==> config.mk <==
export PLATFORM = sky130hd
export DESIGN_NAME = mem_arb
export DESIGN_NICKNAME = d
export VERILOG_FILES = /design/src/rtl/mem_arb.sv
export SDC_FILE = /design/constraint.sdc
export NUM_CORES = 1
export LEC_CHECK = 0
export ABC_AREA = 1
export CAP_MARGIN = 10
export CORE_ASPECT_RATIO = 0.9
export CORE_MARGIN = 4
export CORE_UTILIZATION = 40
export DETAILED_ROUTE_END_ITERATION = 8
export PLACE_DENSITY = 0.79
export REMOVE_ABC_BUFFERS = 1
export SLEW_MARGIN = 20
export SYNTH_ARGS = -nofsm -noshare
export SYNTH_HDL_FRONTEND = slang
export SYNTH_SLANG_ARGS = --single-unit
==> constraint.sdc <==
create_clock -name clk -period 7.5 [get_ports clk]
set_input_delay 1.125 -clock clk [delete_from_list [all_inputs] [get_ports clk]]
set_output_delay 1.125 -clock clk [all_outputs]
set_load 0.005 [all_outputs]
==> src/rtl/mem_arb.sv <==
// Round-robin arbiter that gives NPORTS requesters access to a single memory port.
// Misaligned requests complete in one cycle with err set. Aligned requests take LATENCY access cycles and then a done cycle.
module mem_arb #(
  parameter int NPORTS  = 2,
  parameter int AW      = 16,
  parameter int LATENCY = 2
) (
  input  logic                 clk,
  input  logic                 reset,
  input  logic [NPORTS-1:0]    req,
  input  logic [NPORTS-1:0]    we,
  input  logic [2*NPORTS-1:0]  mode,
  input  logic [AW*NPORTS-1:0] addr,
  input  logic [32*NPORTS-1:0] wdata,
  output logic [NPORTS-1:0]    done,
  output logic                 err,
  output logic [31:0]          rdata,
  output logic                 mem_we,
  output logic [1:0]           mem_mode,
  output logic [AW-1:0]        mem_addr,
  output logic [31:0]          mem_wdata,
  input  logic [31:0]          mem_rdata
);

  localparam int IW = (NPORTS > 1) ? $clog2(NPORTS) : 1;

  typedef enum logic [1:0] {IDLE, ACCESS, RESP} state_t;

  state_t          state;
  logic [IW-1:0]   ptr;
  logic [IW-1:0]   gnt;
  logic [3:0]      cnt;
  logic            lat_we;

  logic [2*NPORTS-1:0] req2;
  logic [2*NPORTS-1:0] req_rot;
  logic                found;
  logic [IW-1:0]       gidx;
  logic                g_we;
  logic [1:0]          g_mode;
  logic [AW-1:0]       g_addr;
  logic [31:0]         g_wdata;
  logic                misaligned;

  // Rotate the request vector so that bit 0 is the port after the last grant.
  assign req2    = {req, req};
  assign req_rot = req2 >> (int'(ptr) + 1);

  always_comb begin
    found = 1'b0;
    gidx  = ptr;
    for (int i = 0; i < NPORTS; i++) begin
      if (!found && req_rot[i]) begin
        found = 1'b1;
        gidx  = IW'((int'(ptr) + 1 + i) % NPORTS);
      end
    end
  end

  always_comb begin
    g_we    = 1'b0;
    g_mode  = 2'b00;
    g_addr  = '0;
    g_wdata = '0;
    for (int i = 0; i < NPORTS; i++) begin
      if (gidx == IW'(i)) begin
        g_we    = we[i];
        g_mode  = (mode[2*i +: 2] == 2'b11) ? 2'b00 : mode[2*i +: 2];
        g_addr  = addr[AW*i +: AW];
        g_wdata = wdata[32*i +: 32];
      end
    end
  end

  assign misaligned = ((g_mode == 2'b00) && (g_addr[1:0] != 2'b00)) ||
                      ((g_mode == 2'b01) && g_addr[0]);

  always_ff @(posedge clk or posedge reset) begin
    if (reset) begin
      state     <= IDLE;
      ptr       <= IW'(NPORTS - 1);
      gnt       <= '0;
      cnt       <= '0;
      lat_we    <= 1'b0;
      done      <= '0;
      err       <= 1'b0;
      rdata     <= '0;
      mem_we    <= 1'b0;
      mem_mode  <= '0;
      mem_addr  <= '0;
      mem_wdata <= '0;
    end else begin
      done   <= '0;
      err    <= 1'b0;
      mem_we <= 1'b0;
      case (state)
        IDLE: begin
          if (found) begin
            ptr <= gidx;
            gnt <= gidx;
            if (misaligned) begin
              state      <= RESP;
              done[gidx] <= 1'b1;
              err        <= 1'b1;
            end else begin
              state     <= ACCESS;
              cnt       <= 4'(LATENCY - 1);
              lat_we    <= g_we;
              mem_mode  <= g_mode;
              mem_addr  <= g_addr;
              mem_wdata <= g_wdata;
              // With a one-cycle access, the first access cycle is also the final one.
              mem_we    <= (LATENCY == 1) ? g_we : 1'b0;
            end
          end
        end
        ACCESS: begin
          if (cnt == 4'd0) begin
            if (!lat_we) rdata <= mem_rdata;
            state     <= RESP;
            done[gnt] <= 1'b1;
            mem_mode  <= '0;
            mem_addr  <= '0;
            mem_wdata <= '0;
          end else begin
            cnt <= cnt - 4'd1;
            if (cnt == 4'd1) mem_we <= lat_we;
          end
        end
        RESP:    state <= IDLE;
        default: state <= IDLE;
      endcase
    end
  end

endmodule

; ---- Word level (Yosys, flattened, before mapping)
; Cells that the tools add are included.
[totals]
regBits = 95
in_bits = 138
out_inout_bits = 86
wordCells = 93
[classes]
addsub = 3
n_lt_le_gt_ge = 4
n_eq_ne = 9
shift = 1
mux = 44
bitwise_logic = 2
n_reduce_logical = 18
[ops]
columns = op, n
row1 = 2-to-1 mux 32 bit, 4
row2 = 2-to-1 mux 16 bit, 4
row3 = case mux 32 bit (2 select lines), 1
row4 = case mux 16 bit (2 select lines), 1
row5 = 2-to-1 mux 2 bit, 12
row6 = 2-to-1 mux 1 bit, 13
row7 = 2-to-1 mux 4 bit, 3
row8 = case mux 2 bit (2 select lines), 3
row9 = "inequality test 2 bit, second input constant", 4
row10 = case mux 4 bit (2 select lines), 1
row11 = AND reduction 4 bit, 2
row12 = AND reduction 3 bit, 2
row13 = logical AND 1 bit, 5
row14 = "== test 2 x 1 -> 1 bit, second input constant", 2
row15 = "== test 2 bit, second input constant", 2
row16 = "== test 4 x 1 -> 1 bit, second input constant", 1
row17 = zero test 2 bit, 2
row18 = zero test 4 bit, 1
row19 = "less-than comparator 1 x 2 -> 1 bit, second input constant", 2
row20 = AND reduction 2 bit, 2
row21 = nonzero test 2 bit, 2
row22 = right shift 4 x 2 -> 2 bit, 1
row23 = "subtractor 4 x 1 -> 4 bit, second input constant", 1
row24 = "adder 1 x 1 -> 2 bit, second input constant", 1
row25 = other kinds (6), 9

; ---- Longest topological paths before layout
; Gate-level depths: netlist (run 1).
[depth]
word_depth = 13
ltp_mapped = 11

; ---- Worst setup path before layout (run 1)
; Ideal clock, no wire load.
[synth_path]
path_kind = input to register
startpoint = in req[0]
endpoint = reg mem_mode[0]
setup_time_ps = 117
arrival_ps = 1979
required_time_ps = 7383
slack_ps = 5404
cell_stages = 10
cell_sequence = inv_1 nand2_1 nand2_2 o21ai_2 nand2_4 nand3_4 nand2_8 buf_6 nand2_1 nand2_1
[synth_between]
elab_chain_cells = 11
elab_cells_between_ends = 21
[synth_lines]
columns = item, line_no
row1 = start: declaration, 10  ; input logic [NPORTS-1:0] req,
row2 = right shift 4 x 2 -> 2 bit (*), 47  ; assign req_rot = req2 >> (int'(ptr) + 1);
row3 = 2-to-1 mux 1 bit, 53  ; if (!found && req_rot[i]) begin
row4 = zero test 1 bit, 53
row5 = logical AND 1 bit, 53
row6 = 2-to-1 mux 1 bit, 53
row7 = 2-to-1 mux 2 bit / 2-to-1 mux 16 bit (equally long branches), 66  ; if (gidx == IW'(i)) begin
row8 = "== test 2 x 1 -> 1 bit, or another cell as far along", 76  ; ((g_mode == 2'b01) && g_addr[0]);
row9 = logical AND 1 bit (on tied branches), "76, 75"
row10 = logical OR 1 bit, 75  ; assign misaligned = ((g_mode == 2'b00) && (g_addr[1:0] != 2'b00)) ||
row11 = inequality test 2 bit (no source line), n/a
row12 = AND reduction 4 bit (no source line), n/a
row13 = end signal: assignment, 109  ; mem_mode <= g_mode;
row14 = end: declaration, 19  ; output logic [1:0] mem_mode,
; Every way passes the cells marked *; elsewhere a longest branch is shown, timed or not. The select of a mux whose other input is x is not followed.
; A chain may end at the register's enable or synchronous reset.

; ---- Worst setup path after layout (run 1)
[layout_path]
startpoint = in req[0]
endpoint = reg lat_we
[layout_between]
elab_chain_cells = 11
elab_cells_between_ends = 18
[layout_lines]
columns = item, line_no
row1 = right shift 4 x 2 -> 2 bit (*), 47
row2 = 2-to-1 mux 1 bit, 53
row3 = zero test 1 bit, 53
row4 = logical AND 1 bit, 53
row5 = 2-to-1 mux 1 bit, 53
row6 = 2-to-1 mux 2 bit / 2-to-1 mux 16 bit (equally long branches), 66
row7 = "== test 2 x 1 -> 1 bit, or another cell as far along", 76
row8 = logical AND 1 bit (on tied branches), "76, 75"
row9 = logical OR 1 bit, 75
row10 = inverter 1 bit (no source line), n/a
row11 = AND reduction 3 bit (no source line), n/a
row12 = end signal: assignment, 108  ; lat_we <= g_we;
row13 = end: declaration, 33  ; logic lat_we;
; Every way passes the cells marked *; elsewhere a longest branch is shown, timed or not.

==> impl_metrics.xml, run 1 <==
<?xml version="1.0" encoding="UTF-8"?>
<metrics>
  <group name="logic_synthesis">
    <metric name="synth_enable_flop_cells" unit="">0</metric>
    <metric name="syn_avg_cell_area" unit="sq um">7.87</metric>
    <metric name="syn_area" unit="sq um">4730</metric>
    <metric name="synth_largest_area_cell" unit="">dfrtp_1</metric>
    <metric name="share_of_synthesized_registers_carrying_an_async_set_or_reset" unit="">1.00</metric>
    <metric name="synth_cell_types" unit="">30</metric>
    <metric name="synth-main-ff-cell" unit="">dfrtp_1</metric>
    <metric name="ys_seq_elements" unit="">95</metric>
    <metric name="synth_seq_area_share" unit="">0.503</metric>
    <metric name="synthCells" unit="">601</metric>
    <metric name="synth_top_cells_by_area" unit="">dfrtp_1, nand2_1, nand3_1</metric>
    <metric name="synth.top_cell.area_share" unit="">0.497</metric>
    <metric name="yosysWarningCount" unit="">0</metric>
  </group>
  <group name="grt">
    <metric name="antenna_found_initial" unit="">0</metric>
    <metric name="grt_util_overall" unit="">0.204</metric>
    <metric name="number_of_global_route_vias_before_repair" unit="">4582</metric>
    <metric name="grt_pass1_wl" unit="um">22300</metric>
    <metric name="grt_start_max_net_pins" unit="">89</metric>
    <metric name="globalRoute.totalOverflow" unit="">0</metric>
  </group>
  <group name="sta">
    <metric name="setup_ws" unit="ns">4.10</metric>
    <metric name="final_max_slew_viol_count" unit="">0</metric>
    <metric name="relSlewSlack" unit="">0.386</metric>
    <metric name="skew" unit="ns">0.00411</metric>
    <metric name="worst_slew_pin_slew" unit="ns">0.917</metric>
    <metric name="fmax" unit="MHz">294</metric>
    <metric name="unrepaired_setup_endpoints_after_global_routing" unit="">false</metric>
    <metric name="tns" unit="ns">0</metric>
    <metric name="final_period_minus_worst_setup_slack" unit="ns">3.40</metric>
    <metric name="post-route-period-util" unit="">0.453</metric>
    <metric name="report.final.setup_viol" unit="">0</metric>
    <metric name="final-hold-violation-count" unit="">0</metric>
  </group>
  <group name="critical_path">
    <metric name="crit_path_top_delay_cell" unit="">nand2_2</metric>
    <metric name="worstSetupEndpointType" unit="">flip-flop</metric>
    <metric name="slowest_delay" unit="ns">0.54</metric>
    <metric name="crit_path_most_repeated_cell" unit="">nand2_1</metric>
    <metric name="criticalPathCategory" unit="">input pin to flip-flop</metric>
    <metric name="worst_setup_path_start_kind" unit="">input pin</metric>
    <metric name="crit_arrival" unit="ns">3.61</metric>
    <metric name="worstPathRequired" unit="ns">7.71</metric>
    <metric name="worstPathMaxFanout" unit="">52</metric>
    <metric name="worstPathCellList" unit="">clkdlybuf4s50_1 -&gt; inv_1 -&gt; nand2_1 -&gt; nand2_2 -&gt; o21ai_2 -&gt; nand2_4 -&gt; nand2_4 -&gt; nand2_1 -&gt; nand2_1 -&gt; o21ai_0</metric>
  </group>
  <group name="cells_and_area">
    <metric name="post_route_standard_cell_area_excluding_fillers" unit="sq um">7240</metric>
    <metric name="final_common_cell" unit="">nand2_1</metric>
    <metric name="area_delta_synth_final" unit="%">53.0</metric>
    <metric name="num-nets-final" unit="">947</metric>
    <metric name="final-instance-count-excl-fill" unit="">964</metric>
    <metric name="most-common-layout-cells" unit="">nand2_1, clkdlybuf4s50_1, dfrtp_1</metric>
    <metric name="final_layout_size_suffix_gt1_frac" unit="">0.0718</metric>
    <metric name="n_antenna_cell" unit="">0</metric>
  </group>
  <group name="routing">
    <metric name="detailedRoute.firstIterationViolations" unit="">256</metric>
    <metric name="via_per_inst" unit="">4.71</metric>
    <metric name="drt.antenna.violating_nets" unit="">0</metric>
    <metric name="dr.pass1.iters" unit="">4</metric>
    <metric name="drc" unit="">0</metric>
    <metric name="wl_per_cell" unit="um">14.1</metric>
    <metric name="dr_total_vias" unit="">4536</metric>
    <metric name="wl" unit="um">13600</metric>
  </group>
  <group name="clocking">
    <metric name="hold_buffers" unit="">0</metric>
    <metric name="h-tree-depth" unit="">3</metric>
    <metric name="root_buf_cell" unit="">clkbuf_16</metric>
    <metric name="clock_path_buffers" unit="">2</metric>
    <metric name="post_cts.resized_instances" unit="">0</metric>
    <metric name="cts_setup_buffers" unit="">0</metric>
    <metric name="cts_buffer_count" unit="">9</metric>
    <metric name="clkTransAtPathRegs" unit="ns">0.06</metric>
    <metric name="cts.sinks" unit="">95</metric>
    <metric name="clk_latency" unit="ns">0.33</metric>
    <metric name="tritoncts" unit="">yes</metric>
  </group>
  <group name="die">
    <metric name="floorplan.rows" unit="">37</metric>
    <metric name="chipWidth" unit="um">123</metric>
    <metric name="fp.coreArea" unit="sq um">11500</metric>
    <metric name="die_h" unit="um">111</metric>
    <metric name="die_area" unit="sq um">13600</metric>
    <metric name="floorplan.initialDensity" unit="">0.412</metric>
    <metric name="floorplan.io_pins" unit="">224</metric>
  </group>
  <group name="pwr">
    <metric name="finalPower" unit="mW">2.71</metric>
    <metric name="power.ir.vdd_worst" unit="V">0.000163</metric>
    <metric name="p_leak" unit="nW">3.65</metric>
    <metric name="cellPowerDensity" unit="nW/um^2">374</metric>
  </group>
  <group name="placement">
    <metric name="dp.final_hpwl" unit="um">10100</metric>
    <metric name="dp_worst_setup_slack" unit="ns">3.74</metric>
    <metric name="gp_congestion" unit="">0.860</metric>
    <metric name="post_dp_cell_area" unit="sq um">6970</metric>
    <metric name="port_buffers" unit="">223</metric>
    <metric name="dpl.cell_count" unit="">951</metric>
  </group>
  <group name="min_path">
    <metric name="hp-class" unit="">flip-flop to flip-flop</metric>
  </group>
  <group name="flow_run">
    <metric name="max_cap_viol_count" unit="">0</metric>
  </group>
  <group name="outcome">
    <metric name="status" unit="">finished, final reports clean</metric>
  </group>
</metrics>
==> routing by layer <==
layer | wire [um] | vias to the layer above | track usage
li1 | - | 2259 | -
met4 | 194 | 0 | 0.0582
met3 | 1470 | 16 | 0.0791
met5 | 0 | - | 0
met2 | 6330 | 201 | 0.331
met1 | 5560 | 2060 | 0.253
==> critical path: cells and delay by family <==
family	cells	cell delay (ns)
AOI/OAI and AO/OA	2	0.49
buffers and inverters	2	0.56
and+or+nand+nor	6	1.40
==> power breakdown <==
group	switching, mW	total, mW	internal, mW
clock	0.175	0.428	0.252
combinational	0.685	1.37	0.682
sequential	0.144	0.912	0.768
total	1.01	2.71	1.70
==> path summary, 6_finish.rpt <==
check | from | to | slack [ns] | cells after the start
min in group asynchronous | reset | rdata[16] | 1.02 | 2
hold / removal | mem_addr[15] | mem_addr[15] | 0.47 | 2
hold reg to reg | mem_addr[15] | mem_addr[15] | 0.47 | 2
setup reg to reg | ptr | lat_we | 4.89 | 9
setup / recovery | req[0] | lat_we | 4.10 | 10
max in group asynchronous | reset | mem_addr[0] | 5.49 | 3
==> state kept, by name, indices dropped and copies added, names as in the netlist <==
register   count
cnt            4
done           2
err            1
gnt            1
lat_we         1
mem_addr      16
mem_mode       2
mem_wdata     32
mem_we         1
ptr            1
rdata         32
state          2
==> Yosys cell counts, types with 4 or more instances <==
cell	instances
nor2_2	4
nand3_1	55
nor2_1	7
o21ai_2	26
o21ai_1	7
clkbuf_1	8
buf_6	10
inv_2	4
dfrtp_1	94
nand2_1	300
o21ai_0	4
inv_1	46
buf_2	12
==> cell families after synthesis <==
family / after synthesis / synth area share
multiplexers: 1 / 0.00212
flip-flops: 95 / 0.503
buffers and inverters: 82 / 0.0888
AO/OA/AOI/OAI: 41 / 0.0648
AND/OR/NAND/NOR: 377 / 0.330
XOR/XNOR: 2 / 0.00370
adder cells (fa/ha/maj): 3 / 0.00793
==> metrics by stage <==
step,util,hold WS (ns)
finish,0.630,0.470
global route,0.630,0.483
CTS,0.630,0.473
detailed placement,0.607,0.457
global placement,0.605,0.453
floorplan,-,0.465
==> layout make-up <==
type | instances | area, sq um
repair buffers | 226 | 2270
clock inverters | 2 | 35.0
clock buffers | 11 | 233
multi-input cells | 424 | 1940
fillers | 984 | 4240
flip-flops and latches | 95 | 2380
inverters | 50 | 190
well taps | 156 | 195
(Power assumes the default switching activity.)
==> inputs of run 2 (changes only) <==
==> constraint.sdc (replaced) <==
create_clock -name clk -period 3.35 [get_ports clk]
set_input_delay 0.5025 -clock clk [delete_from_list [all_inputs] [get_ports clk]]
set_output_delay 0.5025 -clock clk [all_outputs]
set_load 0.005 [all_outputs]
==> run 2 against run 1 <==
Net effect: combinational power grew 120%; non-clock buffer count grew 2; clock-buffer cell count decreased by 2; flip-flop and latch count unchanged; critical path type unchanged.
==> impl_metrics.xml, run 2 (synthesized netlist as in run 1, its figures left out) <==
<?xml version="1.0" encoding="UTF-8"?>
<metrics>
  <group name="outcome">
    <metric name="status" unit="">finished, final reports clean</metric>
  </group>
  <group name="cells_and_area">
    <metric name="post_route_standard_cell_area_excluding_fillers" unit="sq um">7290</metric>
    <metric name="num-nets-final" unit="">949</metric>
    <metric name="final_layout_size_suffix_gt1_frac" unit="">0.0800</metric>
    <metric name="final_common_cell" unit="">nand2_1</metric>
    <metric name="final-instance-count-excl-fill" unit="">969</metric>
    <metric name="most-common-layout-cells" unit="">nand2_1, clkdlybuf4s50_1, dfrtp_1</metric>
    <metric name="fillerInstances" unit="">994</metric>
    <metric name="area_delta_synth_final" unit="%">54.2</metric>
    <metric name="n_antenna_cell" unit="">0</metric>
    <metric name="layout_top_registers" unit="">mem_wdata x32, rdata x32, mem_addr x16</metric>
    <metric name="final_util" unit="">0.635</metric>
  </group>
  <group name="pwr">
    <metric name="p_leak" unit="nW">3.69</metric>
    <metric name="cellPowerDensity" unit="nW/um^2">845</metric>
    <metric name="power.ir.vdd_worst" unit="V">0.000297</metric>
    <metric name="finalPower" unit="mW">6.16</metric>
  </group>
  <group name="sta">
    <metric name="unrepaired_setup_endpoints_after_global_routing" unit="">false</metric>
    <metric name="skew" unit="ns">0.00774</metric>
    <metric name="tns" unit="ns">0</metric>
    <metric name="final_period_minus_worst_setup_slack" unit="ns">2.11</metric>
    <metric name="relSlewSlack" unit="">0.522</metric>
    <metric name="post-route-period-util" unit="">0.629</metric>
    <metric name="final_max_slew_viol_count" unit="">0</metric>
    <metric name="fmax" unit="MHz">475</metric>
    <metric name="report.final.setup_viol" unit="">0</metric>
    <metric name="worst_slew_pin_slew" unit="ns">0.717</metric>
    <metric name="final-hold-violation-count" unit="">0</metric>
  </group>
  <group name="placement">
    <metric name="dp.final_hpwl" unit="um">10200</metric>
    <metric name="gp_congestion" unit="">0.912</metric>
    <metric name="port_buffers" unit="">223</metric>
    <metric name="dpl.cell_count" unit="">953</metric>
    <metric name="post_dp_cell_area" unit="sq um">6980</metric>
  </group>
  <group name="grt">
    <metric name="globalRoute.totalOverflow" unit="">0</metric>
    <metric name="grt_start_max_net_pins" unit="">65</metric>
    <metric name="grt_pass1_wl" unit="um">22000</metric>
    <metric name="antenna_found_initial" unit="">0</metric>
    <metric name="number_of_global_route_vias_before_repair" unit="">4618</metric>
    <metric name="grt_util_overall" unit="">0.200</metric>
  </group>
  <group name="clocking">
    <metric name="h-tree-depth" unit="">3</metric>
    <metric name="cts.sinks" unit="">95</metric>
    <metric name="clk_latency" unit="ns">0.34</metric>
    <metric name="clock_path_buffers" unit="">2</metric>
    <metric name="hold_buffers" unit="">0</metric>
    <metric name="tritoncts" unit="">yes</metric>
    <metric name="cts_setup_buffers" unit="">0</metric>
    <metric name="clkTransAtPathRegs" unit="ns">0.06</metric>
    <metric name="cts_buffer_count" unit="">9</metric>
    <metric name="root_buf_cell" unit="">clkbuf_16</metric>
    <metric name="post_cts.resized_instances" unit="">0</metric>
  </group>
  <group name="min_path">
    <metric name="hp-class" unit="">flip-flop to flip-flop</metric>
  </group>
  <group name="routing">
    <metric name="drt.antenna.violating_nets" unit="">0</metric>
    <metric name="dr.pass1.iters" unit="">5</metric>
    <metric name="via_per_inst" unit="">4.67</metric>
    <metric name="dr_total_vias" unit="">4525</metric>
    <metric name="drc" unit="">0</metric>
    <metric name="detailedRoute.firstIterationViolations" unit="">188</metric>
    <metric name="wl_per_cell" unit="um">14.0</metric>
    <metric name="wl" unit="um">13500</metric>
  </group>
  <group name="critical_path">
    <metric name="worstSetupEndpointType" unit="">flip-flop</metric>
    <metric name="worstPathRequired" unit="ns">3.56</metric>
    <metric name="criticalPathCategory" unit="">input pin to flip-flop</metric>
    <metric name="crit_arrival" unit="ns">2.32</metric>
    <metric name="worst_setup_path_start_kind" unit="">input pin</metric>
    <metric name="worstPathMaxFanout" unit="">52</metric>
  </group>
  <group name="flow_run">
    <metric name="max_cap_viol_count" unit="">0</metric>
  </group>
  <group name="die">
    <metric name="floorplan.initialDensity" unit="">0.412</metric>
    <metric name="floorplan.rows" unit="">37</metric>
    <metric name="die_h" unit="um">111</metric>
    <metric name="die_area" unit="sq um">13600</metric>
    <metric name="floorplan.io_pins" unit="">224</metric>
    <metric name="chipWidth" unit="um">123</metric>
    <metric name="fp.coreArea" unit="sq um">11500</metric>
  </group>
</metrics>
==> run 2: changes by cell type in the layout (fill, tap and decap cells not counted) <==
cell / previous run / this run
bufinv_16: 1 / 2
clkinvlp_4: 0 / 1
clkinv_2: 1 / 4
buf_4: 1 / 4
buf_6: 1 / 0
clkbuf_1: 2 / 0
==> run 2: per-stage QoR <==
step | hold WS, ns | worst slack (ns)
after global placement | 0.453 | 0.954
final | 0.471 | 1.24
after global routing | 0.494 | 1.06
after detailed placement | 0.460 | 0.875
after CTS | 0.478 | 1.24
after floorplan | 0.465 | 0.372
==> run 2: layout make-up <==
type | instances | area (sq um) | area share
flip-flops and latches | 95 | 2380 | 0.326
inverters | 50 | 190 | 0.0261
clock buffers | 9 | 225 | 0.0309
clock inverters | 7 | 87.6 | 0.0120
multi-input cells | 424 | 1940 | 0.265
repair buffers | 228 | 2280 | 0.313
well taps | 156 | 195 | 0.0268
==> run 2: worst paths after layout <==
check | startpoint | to | slack, ns | depth (start not counted)
worst max-delay path | req[0] | lat_we | 1.24 | 10
worst min register to register | mem_wdata[16] | mem_wdata[16] | 0.47 | 2
min in group asynchronous | reset | rdata[14] | 0.60 | 2
worst min-delay path | mem_wdata[16] | mem_wdata[16] | 0.47 | 2
max in group asynchronous | reset | mem_addr[9] | 2.08 | 3
worst max register to register | cnt[0] | rdata[2] | 1.36 | 9
==> run 2: metal layers <==
| metal | GRT usage | vias up | part of all wire |
|---|---|---|---|
| met1 | 0.253 | 2053 | 0.41 |
| met2 | 0.318 | 192 | 0.46 |
| li1 | - | 2261 | - |
| met3 | 0.0832 | 19 | 0.11 |
| met4 | 0.0493 | 0 | 0.016 |
| met5 | 0 | - | 0 |
==> run 2: worst max-delay path, cell delays in order <==
cell and delay (ns):
clkdlybuf4s50_1 0.53, inv_1 0.05, nand2_1 0.11, nand2_2 0.14, o21ai_2 0.20, nand2_4 0.10, nand2_4 0.40, nand2_1 0.13
nand2_1 0.08, o21ai_0 0.07
==> run 2: report_power, final <==
group	switching [mW]	internal (mW)	total [mW]	leakage, nW
clock network	0.426	0.649	1.08	0.155
logic	1.53	1.52	3.05	2.32
registers	0.324	1.72	2.04	1.21
